**src/rtl/dmem_port_arbiter.sv**
```systemverilog
// Arbitrates the single-port data memory between the core load/store path and the
// coprocessor IO port, and steers the one-cycle-latency read data back to its owner.
module dmem_port_arbiter #(
    parameter int N          = 64,
    parameter int AW         = 8,
    parameter int STARVE_MAX = 4
) (
    input  logic          clk,
    input  logic          reset,
    input  logic          core_req,
    input  logic          core_we,
    input  logic [N-1:0]  core_addr,
    input  logic [N-1:0]  core_wdata,
    output logic          core_stall,
    output logic [N-1:0]  core_rdata,
    output logic          core_rvalid,
    input  logic [3:0]    cop_ctrl,
    input  logic [14:0]   cop_addr,
    input  logic [N-1:0]  cop_wdata,
    output logic          cop_ack,
    output logic [N-1:0]  cop_rdata,
    output logic          cop_rvalid,
    output logic [AW-1:0] mem_address,
    output logic [N-1:0]  mem_data,
    output logic          mem_wren,
    output logic          mem_rden,
    input  logic [N-1:0]  mem_q
);

    localparam int CW = $clog2(STARVE_MAX + 1);
    localparam logic [CW-1:0] STARVE_LIM = CW'(STARVE_MAX);

    typedef enum logic {IDLE, LOCKED} state_t;
    typedef enum logic [1:0] {TAG_NONE, TAG_CORE, TAG_COP} tag_t;

    state_t        state, state_next;
    tag_t          rd_tag, rd_tag_next;
    logic [CW-1:0] starve_cnt, starve_next;
    logic          cop_valid, cop_write, cop_lock;
    logic          grant_core, grant_cop;

    // Only word-address bits reach the memory; the rest are intentionally dropped.
    logic unused_addr_bits;
    assign unused_addr_bits = ^{core_addr[N-1:AW+3], core_addr[2:0],
                                cop_addr[14:AW+3], cop_addr[2:0]};

    // we+re together is a write, so the write bit alone decides direction.
    assign cop_valid = cop_ctrl[0] & (cop_ctrl[1] | cop_ctrl[2]);
    assign cop_write = cop_ctrl[1];
    assign cop_lock  = cop_ctrl[3];

    always_comb begin
        // NOTE: every signal driven here gets a default first so no latch is inferred.
        grant_core  = 1'b0;
        grant_cop   = 1'b0;
        mem_address = '0;
        mem_data    = '0;
        mem_wren    = 1'b0;
        mem_rden    = 1'b0;
        rd_tag_next = TAG_NONE;
        starve_next = starve_cnt;

        if (state == LOCKED && cop_valid && cop_lock)
            grant_cop = 1'b1;
        else if (cop_valid && starve_cnt == STARVE_LIM)
            grant_cop = 1'b1;
        else if (core_req)
            grant_core = 1'b1;
        else if (cop_valid)
            grant_cop = 1'b1;

        if (grant_core) begin
            mem_address = core_addr[AW+2:3];
            mem_data    = core_wdata;
            mem_wren    = core_we;
            mem_rden    = ~core_we;
            rd_tag_next = core_we ? TAG_NONE : TAG_CORE;
        end else if (grant_cop) begin
            mem_address = cop_addr[AW+2:3];
            mem_data    = cop_wdata;
            mem_wren    = cop_write;
            mem_rden    = ~cop_write;
            rd_tag_next = cop_write ? TAG_NONE : TAG_COP;
        end

        // Leaving the lock is simply any cycle without a locked coprocessor grant.
        state_next = (grant_cop && cop_lock) ? LOCKED : IDLE;

        if (!cop_valid || grant_cop)
            starve_next = '0;
        else if (grant_core && starve_cnt != STARVE_LIM)
            starve_next = starve_cnt + 1'b1;
    end

    always_ff @(posedge clk) begin
        // NOTE: sequential state uses non-blocking assignments so all registers update together.
        if (!reset) begin
            state      <= IDLE;
            rd_tag     <= TAG_NONE;
            starve_cnt <= '0;
        end else begin
            state      <= state_next;
            rd_tag     <= rd_tag_next;
            starve_cnt <= starve_next;
        end
    end

    assign core_stall  = core_req & ~grant_core;
    assign cop_ack     = grant_cop;
    assign core_rdata  = mem_q;
    assign cop_rdata   = mem_q;
    assign core_rvalid = (rd_tag == TAG_CORE);
    assign cop_rvalid  = (rd_tag == TAG_COP);

endmodule

```
**config.mk**
```make
export PLATFORM = sky130hd
export DESIGN_NAME = dmem_port_arbiter
export DESIGN_NICKNAME = d
export VERILOG_FILES = /design/src/rtl/dmem_port_arbiter.sv
export SDC_FILE = /design/constraint.sdc
export NUM_CORES = 1
export LEC_CHECK = 0
export CAP_MARGIN = 20
export CORE_AREA = 3 3 188 190
export CTS_BUF_LIST = sky130_fd_sc_hd__clkbuf_8
export DETAILED_ROUTE_END_ITERATION = 16
export DIE_AREA = 0 0 191 193
export GPL_ROUTABILITY_DRIVEN = 0
export GPL_TIMING_DRIVEN = 0
export PLACE_DENSITY_LB_ADDON = 0.3
export SLEW_MARGIN = 30
export SYNTH_ARGS = -nofsm -noshare
export SYNTH_HDL_FRONTEND = slang
export SYNTH_SLANG_ARGS = --single-unit
```
**constraint.sdc**
```tcl
create_clock -name clk -period 2 [get_ports clk]
set_input_delay 0.4 -clock clk [delete_from_list [all_inputs] [get_ports clk]]
set_output_delay 0.4 -clock clk [all_outputs]
set_load 0.01 [all_outputs]
```
# Word level (Yosys, flattened, before mapping)
# Index checks and enable logic that the tools add are counted.
# classes
n_addsub	1
multipliers	0
div_mod_pow	0
n_lt_le_gt_ge	0
n_eq_ne	4
shift	0
mux	20
n_bitwise	7
reduce_logical	8
# ops
operator	n
$mux 64	2
$mux 8	2
$mux 1	13
$mux 2	3
$logic_and 1x1->1	5
$not 1->1	4
$add 3x1->3 const B	1
$eq 3x3->1 const B	1
$ne 3x3->1 const B	1
$and 1x1->1	2
$eq 2x1->1 const B	1
$eq 2x2->1 const B	1
$reduce_or 2->1	1
$logic_not 1->1	1
$logic_or 1x1->1	1
$or 1x1->1	1
# totals
reg_bits	6
latch_bits	0
mem_bits_rw	0
romBits	0
in_bits	279
out_inout_bits	206
elab_cells	43
memories	0

# Logic depth before layout (Yosys ltp)
# depth
word_depth	8
mapped_depth	7
ltp_nobuf	5

# Worst setup path after synthesis
# OpenSTA, ideal clock, no wires.
# synth_path
kind	register -> output
startpoint	register starve_cnt[0]
endpoint	output mem_address[1]
t_arrival_ns	1.497
required_ns	1.600
slack_ns	0.103
stages_incl_launch_ff	8
n_path_buf	2
path_cell_list	dfxtp_1 -> inv_1 -> ha_1 -> a22oi_4 -> a21oi_2 -> buf_6 -> buf_6 -> a22o_1
# synth_via
elab_chain_len	6
word_cells_on_any_way	8
cone_classes	1 x eq/ne; 6 x mux; 1 x reduce/logical
# synth_rtl
element	line	rtl
from (decl)	38	logic [CW-1:0] starve_cnt, starve_next;
from (signal assigned)	104	starve_cnt <= starve_next;
$eq 3x3->1 *	65	else if (cop_valid && starve_cnt == STARVE_LIM)
$logic_and 1x1->1 *	65	
$mux 1	65	
$mux 1	63	if (state == LOCKED && cop_valid && cop_lock)
$mux 8	78	end else if (grant_cop) begin
$mux 8 *	72	if (grant_core) begin
to (decl)	23	output logic [AW-1:0] mem_address,
# Mark *: on every way between the ends. The rest lies on a longest branch, timed or not.

# Worst setup path in the final report
# layout_path
startpoint	register starve_cnt[1]
endpoint	output mem_data[28]
# layout_via
elab_chain_len	6
word_cells_on_any_way	8
cone_classes	1 x eq/ne; 6 x mux; 1 x reduce/logical
# layout_rtl
element	line	rtl
$eq 3x3->1 *	65	
$logic_and 1x1->1 *	65	
$mux 1	65	
$mux 1	63	
$mux 64	78	
$mux 64 *	72	
to (decl)	24	output logic [N-1:0] mem_data,
# Marked as above.

==> impl_metrics.tcl <==
set metrics [dict create \
    outcome "finished, violations left" \
    violations "negative setup slack" \
    powerDensity_mw_per_mm2 263.4 \
    routed_via_density 2.955 \
    worst_slack_ns -0.3320 \
    crit_path_start_kind "register" \
    post-dp-hpwl_um 12120 \
    rows 67 \
    cts_buffers 3 \
    post-route-util_pct 19.56 \
    grt_max_degree 11 \
    grt_antenna_before_repair 1 \
    syn_avg_cell_area_um2 8.244 \
    drc 0 \
    min_path_type "register to register" \
    die_w_um 191 \
    layout-drive-gt1-share_pct 40.81 \
    path_clk_slew_ns 0.03 \
    drv_cap 0 \
    fin_crit_sh_pct 116.6 \
    first_pass_iters 4 \
    cts_sinks 6 \
    grt_usage_pct 6.378 \
    multiInputGateArea_um2 862.1 \
    core_mm2 0.03362 \
    leakage_nw 2.928 \
    final_nets 925 \
    seqCellArea_um2 122.6 \
    clk_latency_ns 0.22 \
    synth_adder_area_share_pct 1.200 \
    skew_ns 0.001485 \
    yosys.area.top_type "buf_4" \
    holdPathEnd "starve_cnt[0]$_SDFFE_PP0P_" \
    ys_seq_area_share_pct 5.759 \
    cts-root-buf "clkbuf_8" \
    routed_wirelength_um 14370 \
    fin_setup_tns_ns -18.45 \
    postRouteAntennaNets 0 \
    holdPathStages 2 \
    synth-simple-area-share_pct 3.119 \
    endpoint_kind "output port" \
    pre_cts_ws_ns -1.018 \
    wl_per_cell_um 13.19 \
    clockBufferDepth 2 \
    period_needed_ns 2.332 \
    synthTopCellsByArea "buf_4, a22o_1, buf_6" \
    grt_pass1_vias 3216 \
    synth_nets 534 \
    synthMuxAreaShare_pct 0 \
    worst_slew_pin_slew_ns 0.3185 \
    synthesis.area_mm2 0.002086 \
    synth_top_family_by_area "buffers and inverters" \
    dpl_cell_area_mm2 0.006220 \
    num_vias 3221 \
    rsz0062_at_grt "yes" \
    total_power_mw 1.731 \
    setup_viol 74 \
    fmax_mhz 428.8 \
    critPathArrivalTime_ns 1.93 \
    reg2reg_slack_ns 0.59 \
    io_buffers 357 \
    htreeDepth 1 \
    n_antenna_cell 0 \
    synth-seq-cells 6 \
    drv_slew 0 \
    initial_core_util_pct 6.205 \
    synth-xor-area-share_pct 0 \
    holdBufCountCts 0 \
    crit_path_cell_trace "inv_2, ha_4, a22oi_4, buf_6, a21oi_4, buf_12, buf_12, buf_12, a22o_1, buf_2" \
    rr_worst_depth 7 \
    syn_inst 253 \
    die_y_um 193 \
    r2r-end "starve_cnt[2]$_SDFFE_PP0P_" \
    critPathMaxFanout 6 \
    max_slew_margin_pct 78.76 \
    crit-reg2reg-launch "starve_cnt[1]$_SDFFE_PP0P_" \
    grt_overflow 0 \
    crit_type "register to output port" \
    synth_compound_area_share_pct 34.97 \
    crit_top_cell "buf_12" \
    cp_slowest_stage_delay_ns 0.33 \
    vdd_drop_max_mv 0.1153 \
    ys_types 22 \
    die-area_mm2 0.03686 \
    holdWs_ns 0.4981 \
    yosysWarnings 0 \
    drtIter0Drc 55 \
    io_pins 485 \
    fillCellCount 3746 \
    layout.cells.non_filler 1090 \
    synth_top_area_share_pct 46.43 \
    final_area_mm2 0.006574 \
    holdCritStartpoint "starve_cnt[0]$_SDFFE_PP0P_" \
    cts_tree "yes" \
    required_ns 1.60 \
    post-place-cells 1058 \
    hold_viol 0 \
    synthToLayoutAreaGrowth_pct 215.2 \
    slowest_stage "dfxtp_2" \
    grt_pass1_wl_um 18150 \
]
==> layout make-up <==
class,instances,area share (%)
Clock buffer,3,0.6281
Multi-Input combinational cell,99,13.11
Sequential cell,6,1.865
Timing Repair Buffer,388,57.40
Inverter,4,0.2284
Tap cell,448,8.527
Buffer,142,18.23
==> state kept, by name, summed over array words and instances (netlist names) <==
signal,flops
rd_tag,2
state,1
starve_cnt,3
==> Yosys cell counts <==
cell type / number
nor3_1: 1
o2bb2ai_1: 1
nor2b_1: 2
o21ai_0: 1
a22o_1: 72
a211oi_1: 2
ha_1: 2
dfxtp_1: 6
buf_6: 14
buf_4: 129
nand2_1: 3
o21ai_1: 1
o21a_1: 2
o2bb2a_1: 1
a21oi_2: 1
buf_2: 1
nand4_1: 1
a22oi_4: 1
nor3b_1: 2
nor2_1: 4
inv_1: 4
a21oi_1: 2
==> cell families after synthesis <==
family                   count (synthesis)
AO/OA/AOI/OAI                           84
adder cells (fa/ha/maj)                  2
buffers and inverters                  148
flip-flops                               6
AND/OR/NAND/NOR                         13
==> cells in the final DEF, fill, tap and decap left out, types with 2 or more instances in the layout <==
cell             instances
a211oi_1                 2
clkdlybuf4s50_1        276
buf_12                  13
buf_8                    8
dfxtp_2                  2
a22o_1                  71
buf_6                   20
buf_2                   61
clkbuf_8                 3
nor2_1                   4
nor3b_1                  2
o21a_1                   2
inv_1                    2
buf_16                   5
inv_2                    2
a21oi_1                  2
dfxtp_1                  4
clkbuf_16                3
dlygate4sd2_1            4
nor2b_1                  2
buf_4                  138
nand2_1                  3
==> critical path, delay by kind of cell, from the launching register on <==
kind / cells / cell delay [ns]
DFF: 1 / 0.33
adders and majority gates: 1 / 0.16
buffers and inverters: 6 / 0.75
AOI/OAI and AO/OA: 3 / 0.47
==> timing repair <==
| item | CTS | global route |
|---|---|---|
| gates resized for setup | 356 | 29 |
| gates cloned | 5 | 3 |
| setup endpoints to repair | 76 | 76 |
| buffers inserted | 21 | 4 |
| pin swaps | 14 | 29 |
==> worst max path at each step <==
| stage | slack [ns] | from | to |
|---|---|---|---|
| after floorplan | 0.10 | starve_cnt[0]$_SDFFE_PP0P_ | mem_address[1] |
| after CTS | -0.35 | starve_cnt[1]$_SDFFE_PP0P_ | mem_data[28] |
| final | -0.33 | starve_cnt[1]$_SDFFE_PP0P_ | mem_data[28] |
| after global placement | -1.01 | cop_ctrl[1] | mem_data[12] |
| after detailed placement | -1.02 | cop_ctrl[1] | mem_data[12] |
| after global routing | -0.41 | starve_cnt[1]$_SDFFE_PP0P_ | mem_data[28] |
==> power by group <==
part	switching, mW	leakage (nW)	internal, mW
Sequential	0.00157	0.0497	0.123
Combinational	0.467	2.86	0.962
Clock	0.0486	0.0216	0.129
==> per-layer routing <==
layer / global-route usage (%) / wire [um] / vias to the layer above
met4: 0.6774 / 72 / 2
met2: 12.85 / 7818 / 224
met5: 0 / 13 / -
met1: 6.938 / 4992 / 1422
li1: - / - / 1565
met3: 1.483 / 1475 / 8
Note: power is estimated with default switching activity, not from simulation.
